### config.mk
export PLATFORM = sky130hd
export DESIGN_NAME = sm3_cmprss_ctrl_flat
export DESIGN_NICKNAME = d
export VERILOG_FILES = /design/src/rtl/sm3_pkg.sv /design/src/rtl/sm3_cmprss_ctrl_if.sv /design/src/rtl/sm3_cmprss_ceil_comb.sv /design/src/rtl/sm3_cmprss_ctrl.sv /design/src/flat_wrapper.sv
export SDC_FILE = /design/constraint.sdc
export NUM_CORES = 2
export LEC_CHECK = 0
export BUFFER_PORTS_ARGS = -buffer_cell sky130_fd_sc_hd__buf_2
export CORE_MARGIN = 2
export CORE_UTILIZATION = 60
export DETAILED_ROUTE_END_ITERATION = 16
export PLACE_DENSITY = 0.8
export SLEW_MARGIN = 40
export SYNTH_ARGS = -nofsm -noshare
export SYNTH_HDL_FRONTEND = slang
export SYNTH_SLANG_ARGS = --single-unit
### constraint.sdc
create_clock -name clk -period 8.4 [get_ports clk]
set_input_delay 0.42 -clock clk [delete_from_list [all_inputs] [get_ports clk]]
set_output_delay 0.42 -clock clk [all_outputs]
set_load 0.01 [all_outputs]
### src/rtl/sm3_pkg.sv
// Shared constants and state encoding for the SM3 compression controller.
package sm3_pkg;

  localparam logic [255:0] SM3_IV = {
    32'h7380166F, 32'h4914B2B9, 32'h172442D7, 32'hDA8A0600,
    32'hA96F30BC, 32'h163138AA, 32'hE38DEE4D, 32'hB0FB0E4E
  };

  // Round constant for j=0..15, and the value for j=16, which is
  // rotl(0x7A879D8A, 16), so the register keeps rotating by one per round.
  localparam logic [31:0] SM3_T0  = 32'h79CC4519;
  localparam logic [31:0] SM3_T16 = 32'h9D8A7A87;

  localparam int unsigned SM3_WORDS  = 16;
  localparam int unsigned SM3_ROUNDS = 64;

  typedef enum logic [1:0] {
    ST_IDLE  = 2'd0,
    ST_LOAD  = 2'd1,
    ST_RUN   = 2'd2,
    ST_FINAL = 2'd3
  } sm3_state_t;

endpackage

### src/rtl/sm3_cmprss_ctrl_if.sv
// Message/digest bundle between a word source and the SM3 compression controller.
interface sm3_cmprss_ctrl_if;
  import sm3_pkg::*;

  // A message word transfers on a rising clk edge where msg_vld_i and
  // msg_rdy_o are both high; msg_i and blk_first_i must be stable while
  // msg_vld_i is high, and msg_rdy_o never depends on msg_vld_i.
  logic         msg_vld_i;
  logic         msg_rdy_o;
  logic [31:0]  msg_i;
  logic         blk_first_i;
  logic         busy_o;
  logic         digest_vld_o;
  logic [255:0] digest_o;
  sm3_state_t   state_dbg;

  modport slave (
    input  msg_vld_i,
    input  msg_i,
    input  blk_first_i,
    output msg_rdy_o,
    output busy_o,
    output digest_vld_o,
    output digest_o,
    output state_dbg
  );

  modport master (
    output msg_vld_i,
    output msg_i,
    output blk_first_i,
    input  msg_rdy_o,
    input  busy_o,
    input  digest_vld_o,
    input  digest_o,
    input  state_dbg
  );

endinterface

### src/rtl/sm3_cmprss_ceil_comb.sv
// One combinational SM3 compression round: {A..H} in, next {A..H} out.
module sm3_cmprss_ceil_comb (
  input  logic [255:0] abcdefgh,
  input  logic [31:0]  wj,
  input  logic [31:0]  wjj,
  input  logic [31:0]  tj,
  input  logic         round_lt16,
  output logic [255:0] nxt
);

  function automatic logic [31:0] rotl(input logic [31:0] x, input int unsigned n);
    return (x << n) | (x >> (32 - n));
  endfunction

  function automatic logic [31:0] p0(input logic [31:0] x);
    return x ^ rotl(x, 9) ^ rotl(x, 17);
  endfunction

  logic [31:0] a, b, c, d, e, f, g, h;
  logic [31:0] a12, ss1, ss2, ff, gg, tt1, tt2;

  // tj arrives already rotated by j mod 32, so no rotation is applied here.
  always_comb begin
    {a, b, c, d, e, f, g, h} = abcdefgh;
    a12 = rotl(a, 12);
    ss1 = rotl(a12 + e + tj, 7);
    ss2 = ss1 ^ a12;
    ff  = round_lt16 ? (a ^ b ^ c) : ((a & b) | (a & c) | (b & c));
    gg  = round_lt16 ? (e ^ f ^ g) : ((e & f) | (~e & g));
    tt1 = ff + d + ss2 + wjj;
    tt2 = gg + h + ss1 + wj;
    nxt = {tt1, a, rotl(b, 9), c, p0(tt2), e, rotl(f, 19), g};
  end

endmodule

### src/rtl/sm3_cmprss_ctrl.sv
// SM3 compression controller: loads 16 words, runs 64 rounds one per cycle,
// then folds the result into the chaining value presented on digest_o.
module sm3_cmprss_ctrl
  import sm3_pkg::*;
(
  input  logic             clk,
  input  logic             rst,
  sm3_cmprss_ctrl_if.slave bus
);

  sm3_state_t   state;
  sm3_state_t   state_nxt;
  logic [5:0]   j;
  logic [31:0]  w [SM3_WORDS];
  logic [255:0] v;
  logic [31:0]  tj;
  logic         blk_first;
  logic [255:0] digest_q;

  logic         rdy;
  logic         hs;
  logic         final_pulse;
  logic [31:0]  w_new;
  logic [255:0] round_out;
  logic [255:0] digest_src;
  logic [255:0] digest_new;

  function automatic logic [31:0] rotl(input logic [31:0] x, input int unsigned n);
    return (x << n) | (x >> (32 - n));
  endfunction

  function automatic logic [31:0] p1(input logic [31:0] x);
    return x ^ rotl(x, 15) ^ rotl(x, 23);
  endfunction

  assign rdy         = !rst && (state == ST_IDLE || state == ST_LOAD);
  assign hs          = rdy && bus.msg_vld_i;
  assign final_pulse = !rst && (state == ST_FINAL);

  // Next word of the expansion, appended at the top of the sliding window.
  assign w_new      = p1(w[0] ^ w[7] ^ rotl(w[13], 15)) ^ rotl(w[3], 7) ^ w[10];
  assign digest_src = blk_first ? SM3_IV : digest_q;
  assign digest_new = v ^ digest_src;

  sm3_cmprss_ceil_comb u_round (
    .abcdefgh   (v),
    .wj         (w[0]),
    .wjj        (w[0] ^ w[4]),
    .tj         (tj),
    .round_lt16 (j < 6'd16),
    .nxt        (round_out)
  );

  always_comb begin
    state_nxt = state;
    unique case (state)
      ST_IDLE:  if (hs) state_nxt = ST_LOAD;
      ST_LOAD:  if (hs && j == 6'd15) state_nxt = ST_RUN;
      ST_RUN:   if (j == 6'd63) state_nxt = ST_FINAL;
      ST_FINAL: state_nxt = ST_IDLE;
      default:  state_nxt = ST_IDLE;
    endcase
  end

  // j doubles as the word index while loading, then as the round counter.
  always_ff @(posedge clk) begin
    if (rst) begin
      state     <= ST_IDLE;
      j         <= '0;
      v         <= '0;
      tj        <= '0;
      blk_first <= 1'b0;
      digest_q  <= SM3_IV;
      for (int k = 0; k < SM3_WORDS; k++) w[k] <= '0;
    end else begin
      state <= state_nxt;
      unique case (state)
        ST_IDLE: begin
          if (hs) begin
            w[0]      <= bus.msg_i;
            blk_first <= bus.blk_first_i;
            j         <= 6'd1;
          end
        end
        ST_LOAD: begin
          if (hs) begin
            w[j[3:0]] <= bus.msg_i;
            if (j == 6'd15) begin
              j  <= '0;
              tj <= SM3_T0;
              v  <= digest_src;
            end else begin
              j <= j + 6'd1;
            end
          end
        end
        ST_RUN: begin
          v <= round_out;
          for (int k = 0; k < SM3_WORDS - 1; k++) w[k] <= w[k+1];
          w[SM3_WORDS-1] <= w_new;
          j  <= j + 6'd1;
          tj <= (j == 6'd15) ? SM3_T16 : rotl(tj, 1);
        end
        ST_FINAL: begin
          digest_q <= digest_new;
        end
        default: ;
      endcase
    end
  end

  // During FINAL the freshly folded value is shown so it lines up with the pulse.
  assign bus.msg_rdy_o    = rdy;
  assign bus.busy_o       = !rst && (state != ST_IDLE);
  assign bus.digest_vld_o = final_pulse;
  assign bus.digest_o     = final_pulse ? digest_new : digest_q;
  assign bus.state_dbg    = state;

endmodule

### src/flat_wrapper.sv
// flat-port wrapper written by rule: the top's interface ports become plain ports
module sm3_cmprss_ctrl_flat import sm3_pkg::*;
  (clk, rst, bus_msg_vld_i, bus_msg_i, bus_blk_first_i, bus_msg_rdy_o, bus_busy_o, bus_digest_vld_o, bus_digest_o, bus_state_dbg);
  sm3_cmprss_ctrl_if bus_i ();
  input  logic clk;
  input  logic rst;
  input wire logic [$bits(bus_i.msg_vld_i)-1:0] bus_msg_vld_i;
  input wire logic [$bits(bus_i.msg_i)-1:0] bus_msg_i;
  input wire logic [$bits(bus_i.blk_first_i)-1:0] bus_blk_first_i;
  output wire logic [$bits(bus_i.msg_rdy_o)-1:0] bus_msg_rdy_o;
  output wire logic [$bits(bus_i.busy_o)-1:0] bus_busy_o;
  output wire logic [$bits(bus_i.digest_vld_o)-1:0] bus_digest_vld_o;
  output wire logic [$bits(bus_i.digest_o)-1:0] bus_digest_o;
  output wire logic [$bits(bus_i.state_dbg)-1:0] bus_state_dbg;
  assign bus_i.msg_vld_i = bus_msg_vld_i;
  assign bus_i.msg_i = bus_msg_i;
  assign bus_i.blk_first_i = bus_blk_first_i;
  assign bus_msg_rdy_o = bus_i.msg_rdy_o;
  assign bus_busy_o = bus_i.busy_o;
  assign bus_digest_vld_o = bus_i.digest_vld_o;
  assign bus_digest_o = bus_i.digest_o;
  assign bus_state_dbg = bus_i.state_dbg;
  sm3_cmprss_ctrl u_core (.clk(clk), .rst(rst), .bus(bus_i));
endmodule
# Word-level counts from Yosys, hierarchy flattened
# Memories as Yosys holds them, arrays and structs flattened.
# Index checks and enable logic that the tools add are counted.
[totals] ff_bits=553 mem_bits_rw=512 in_bits=36 output_inout_bits=261 elab_cells=146 memories=1
[op_classes] addsub=9 order_cmp=1 eq_ne=10 muxes=51 bitwise=52 n_reduce_logical=16
[memory_table] memory="u_core.w" depth=16 word_bits=32 rd=16 rd_ports_with_merged_regs=0 wr=16 line_no="sm3_cmprss_ctrl.sv:14" text="logic [31:0] w [SM3_WORDS];"
[ops] operator="$mux W256" count=4
[ops] operator="$mux W32" count=23
[ops] operator="$pmux W256 S2" count=1
[ops] operator="$xor A32 B32 Y32" count=14
[ops] operator="$add A32 B32 Y32" count=8
[ops] operator="$xor A256 B256 Y256" count=1
[ops] operator="$and A32 B32 Y32" count=5
[ops] operator="$or A32 B32 Y32" count=3
[ops] operator="$or A32 B15 Y32" count=2
[ops] operator="$or A32 B7 Y32" count=2
[ops] operator="$or A32 B9 Y32" count=2
[ops] operator="$pmux W32 S2" count=1
[ops] operator="$not A32 Y32" count=1
[ops] operator="$or A32 B1 Y32" count=1
[ops] operator="$or A32 B12 Y32" count=1
[ops] operator="$or A32 B17 Y32" count=1
[ops] operator="$or A32 B19 Y32" count=1
[ops] operator="$or A32 B23 Y32" count=1
[ops] operator="$reduce_or A32 Y1" count=1
[ops] operator="$mux W6" count=3
[ops] operator="$pmux W6 S3" count=1
[ops] operator="$or A1 B1 Y1" count=17
[ops] operator="$mux W1" count=13
[ops] operator="$reduce_and A3 Y1" count=3
[ops] operator="18 further kinds" count=29

# Logic depth before layout (Yosys ltp)
[depth] ltp_word=11 depth_mapped=33 depth_no_buf=32

# Modules after synthesis
# From an unflattened synthesis, not the netlist that was laid out.
[unflattened] hier_cells=8036 area_unflattened_um2=67881.4
[by_module_without_submodules] mod="sm3_cmprss_ctrl" n_inst=1 cells_each=6577 area_each_um2=55159.2 seq_area_each_um2=26445.4
[by_module_without_submodules] mod="sm3_cmprss_ceil_comb" n_inst=1 cells_each=1459 area_each_um2=12722.2 seq_area_each_um2=0.0

# Worst setup path before layout
# Ideal clock, no wire load.
[synth_timing] kind="reg2reg" from="register u_core.v[97]" to="register u_core.v[253]" setup_ns=0.087 t_arrival_ns=6.934 required_ns=8.313 setup_slack_ns=1.379 path_stages_with_launch=34 path_buffers=1 period_less_slack_ns=7.021 cell_sequence="dfxtp_1 -> clkbuf_1 -> inv_1 -> fa_1 -> inv_1 -> ha_1 -> fa_1 -> a21o_1 -> nand4_1 -> nand2_1 -> a211o_1 -> o41ai_4 -> o21ai_1 -> a21oi_1 -> o31ai_1 -> xnor2_1 -> xor2_1 -> fa_1 -> inv_1 -> fa_1 -> inv_1 -> ha_1 -> inv_1 -> fa_1 -> nor2b_1 -> o21a_1 -> o21ai_1 -> a21oi_1 -> a311oi_4 -> o41ai_4 -> a31oi_1 -> xor2_1 -> a2111o_1 -> o31ai_1"
[synth_between] elab_chain_cells=7
[synth_lines] element="start: declaration" line_no="sm3_cmprss_ctrl.sv:15" text="logic [255:0] v;"
[synth_lines] element="start signal: assignment" line_no="sm3_cmprss_ctrl.sv:91" text="v <= digest_src;"
[synth_lines] element="start signal: assignment" line_no="sm3_cmprss_ctrl.sv:98" text="v <= round_out;"
[synth_lines] element="$add A32 B32 Y32 (2 in a row)" line_no="sm3_cmprss_ceil_comb.sv:26" text="ss1 = rotl(a12 + e + tj, 7);"
[synth_lines] element="$or A32 B7 Y32" line_no="sm3_cmprss_ceil_comb.sv:12" text="return (x << n) | (x >> (32 - n));"
[synth_lines] element="$xor A32 B32 Y32" line_no="sm3_cmprss_ceil_comb.sv:27" text="ss2 = ss1 ^ a12;"
[synth_lines] element="$add A32 B32 Y32 (2 in a row)" line_no="sm3_cmprss_ceil_comb.sv:30" text="tt1 = ff + d + ss2 + wjj;"
[synth_lines] element="$pmux W256 S2" line_no="sm3_cmprss_ctrl.sv:77" text="unique case (state)"
# No other way between the ends.
# A chain may end at the register's enable or synchronous reset.

# Worst setup path in the final report
[layout_timing] from="register u_core.v[105]" to="register u_core.v[252]"
# Same word-level chain as after synthesis.

==> results.ini <==
[placed_design]
io_buffers = 296
hpwl_um = 171700
place.gp.congestion = 1.041

[setup_path]
cp-end-kind = register
crit_path_max_fanout = 10
cp-startpoint = u_core.v[105]
worst_r2r_endpoint = u_core.v[252]
critPathArrivalTime_ns = 8.52
reg2reg_depth = 26
ff2ff_setup_slack_ns = 0.44
r2r-start = u_core.v[105]
critPathKind = register to register
worst_ep_required_time_ns = 8.96
cp-start-kind = register

[timing]
hold_viol_final = 0
rsz0062_at_grt = no
worstMarginPinSlew_ns = 0.9981
tns_ns = 0
slew_headroom_pct = 33.01
fmax_mhz = 125.6
slew_violations = 0
setup_viol = 0
min_period_over_period_pct = 94.80
min_period_ns = 7.963
clock-skew-final_ns = 0.03108

[clocking]
clk_latency_ns = 0.74
cts_buffers = 114
cts.repair.resized = 0
cts_root_buf = clkbuf_16
clkSinkCount = 1065
cts_buffer_depth = 3
post_cts_buffers = 0
clkTransAtPathRegs_ns = 0.06
tritoncts = yes
h-tree-depth = 3

[route]
vias_per_cell = 6.427
drt-initial-drc-count = 9377
dr_total_vias = 60420
ant_nets = 0
routedWlPerCell_um = 25.99
remaining_drc_errors = 0
first_pass_iters = 6
wl_um = 244400

[yosys]
async_flop_share_pct = 0
synth_warnings = 0
mappedNetlistArea_mm2 = 0.06656
synth_area_leaders = edfxtp_1 (23%), dfxtp_1 (17%), nand2_1 (8.7%)
syn_avg_cell_area_um2 = 8.354
syn_nets = 8292
synth_edf_count = 512
synth-seq-cells = 1065
yosysTopAreaCellShare_pct = 23.10
synth_most_common_cell = nand2_1
netlist_instances = 7968
yosysSeqAreaShare_pct = 39.73
synth_top_cells_by_count = nand2_1 (1541), o21ai_0 (1012), clkbuf_1 (669)
ys.flop_type = dfxtp_1
ys_types = 85
synth_top_cell_by_area = edfxtp_1

[die]
start_util_pct = 60.31
coreArea_mm2 = 0.1104
io_pins = 297
rows = 122
die_width_um = 337.1
fp.dieArea_mm2 = 0.1136
fp.dieH_um = 337.1

[global_routing]
grt_max_degree = 222
grt_usage_pct = 41.96
grt_pass1_vias = 54680
overflow = 0
grt_pass1_wl_um = 354600
antenna_found_initial = 18

[final_layout]
fin_util_pct = 66.06
num-nets-final = 8134
area_delta_synth_final_pct = 9.529
fillers = 8848
drive_gt1_share_pct = 8.933

[status]
status = finished, final reports clean

[hold_path]
holdPathEnd = u_core.v[115]
min_from = rst
hold_depth = 2
hold_path_class = input pin to register

[flow_run]
max_cap_violations = 0

## layer usage
layer  wire length (um)  track usage [%]  vias to the layer above  share of wire, %
li1                   -                -                    26970                 -
met4              13970            19.87                        8               5.7
met3              30870            10.66                      646                13
met2             107000            63.77                     3776                44
met1              92520            56.12                    29020                38
met5                 68                0                        -             0.028
## cells by family (layout without fill, tap and decap cells)
logic type	count (synthesis)	count (layout)	share of synthesized area (%)
flops	1065	1065	39.73
buf+inv	934	869	5.301
simple gates	2829	2829	18.31
xor+xnor	622	622	8.269
fa+ha+maj	288	288	7.534
mux	41	41	0.6466
compound gates	2189	2189	20.21
other cells	0	10	0
## how the worst max path moves through the flow
stage | to | depth (start not counted)
floorplan | u_core.v[253] | 33
global placement | u_core.v[253] | 32
detailed placement | u_core.v[253] | 32
CTS | u_core.v[253] | 32
global route | u_core.v[253] | 32
finish | u_core.v[252] | 26
## critical path, cell delays in order, from the launching register on
cell and delay [ns]:
dfxtp_1 0.69, fa_1 0.50, ha_1 0.34, nand3_1 0.20
o221ai_1 0.20, a32oi_1 0.38, a21oi_1 0.15, o21ai_0 0.20
nand2b_1 0.15, a21oi_1 0.35, o31ai_1 0.14, xnor2_1 0.41
xnor2_1 0.16, fa_1 0.52, inv_1 0.05, fa_1 0.47
inv_1 0.04, ha_1 0.24, a2111oi_0 0.40, o21ai_0 0.30
a41oi_2 0.33, and3_1 0.25, o31ai_2 0.16, a221oi_1 0.70
o21bai_1 0.16, xnor2_1 0.20, o22ai_1 0.10
## state kept, by name, summed over array words and instances (netlist names)
register,cells
u_core.blk_first,1
u_core.bus.state_dbg,2
u_core.digest_q,256
u_core.j,6
u_core.tj,32
u_core.v,256
u_core.w,512
## cell type report
type | instances | area [um^2] | share of cell area, %
well taps | 1488 | 1862 | 2.554
clock inverters | 56 | 832.0 | 1.141
diodes | 10 | 25.02 | 0.03432
inverters | 225 | 844.6 | 1.158
clock buffers | 153 | 3172 | 4.351
flip-flops and latches | 1065 | 26450 | 36.28
repair buffers | 435 | 2810 | 3.855
multi-input cells | 5969 | 36910 | 50.63
## placed cells by master (no fill, tap or decap), types with 21 or more instances in the layout
cell	n
o22ai_1	110
a311oi_1	42
nand2_1	1540
xor2_1	299
fa_1	188
dfxtp_1	552
clkbuf_1	24
ha_1	98
o211ai_1	53
inv_1	224
edfxtp_1	512
a32oi_1	138
nand3_1	22
a21oi_1	305
clkbuf_16	116
xnor2_1	305
a21o_1	52
buf_2	295
o21a_1	135
a22oi_1	21
a211oi_1	143
mux2i_1	25
nor2_1	580
nand2b_1	430
o21ai_0	1011
buf_4	113
nor3_1	147
a22o_1	40
## timing repair
item                       CTS  global route
hold endpoints to repair     1             0
setup endpoints to repair    0             0
hold buffers                 1             0
## per-stage QoR
step | cells | hold slack [ns] | worst slack, ns | cell area [um^2]
after floorplan | 7968 | 0.4451 | 1.379 | 66560
after global placement | 9172 | 0.4641 | 0.6206 | 68480
after detailed placement | 9175 | 0.4681 | 0.6168 | 68670
after CTS | 9385 | 0.01060 | 0.5382 | 72690
after global routing | 9401 | 0.04348 | 0.1310 | 72900
final | 9401 | 0.04533 | 0.4370 | 72900
Power is left out: the tool's default activity adds up to more than one toggle a clock period on the data nets, which glitch-free logic cannot reach.
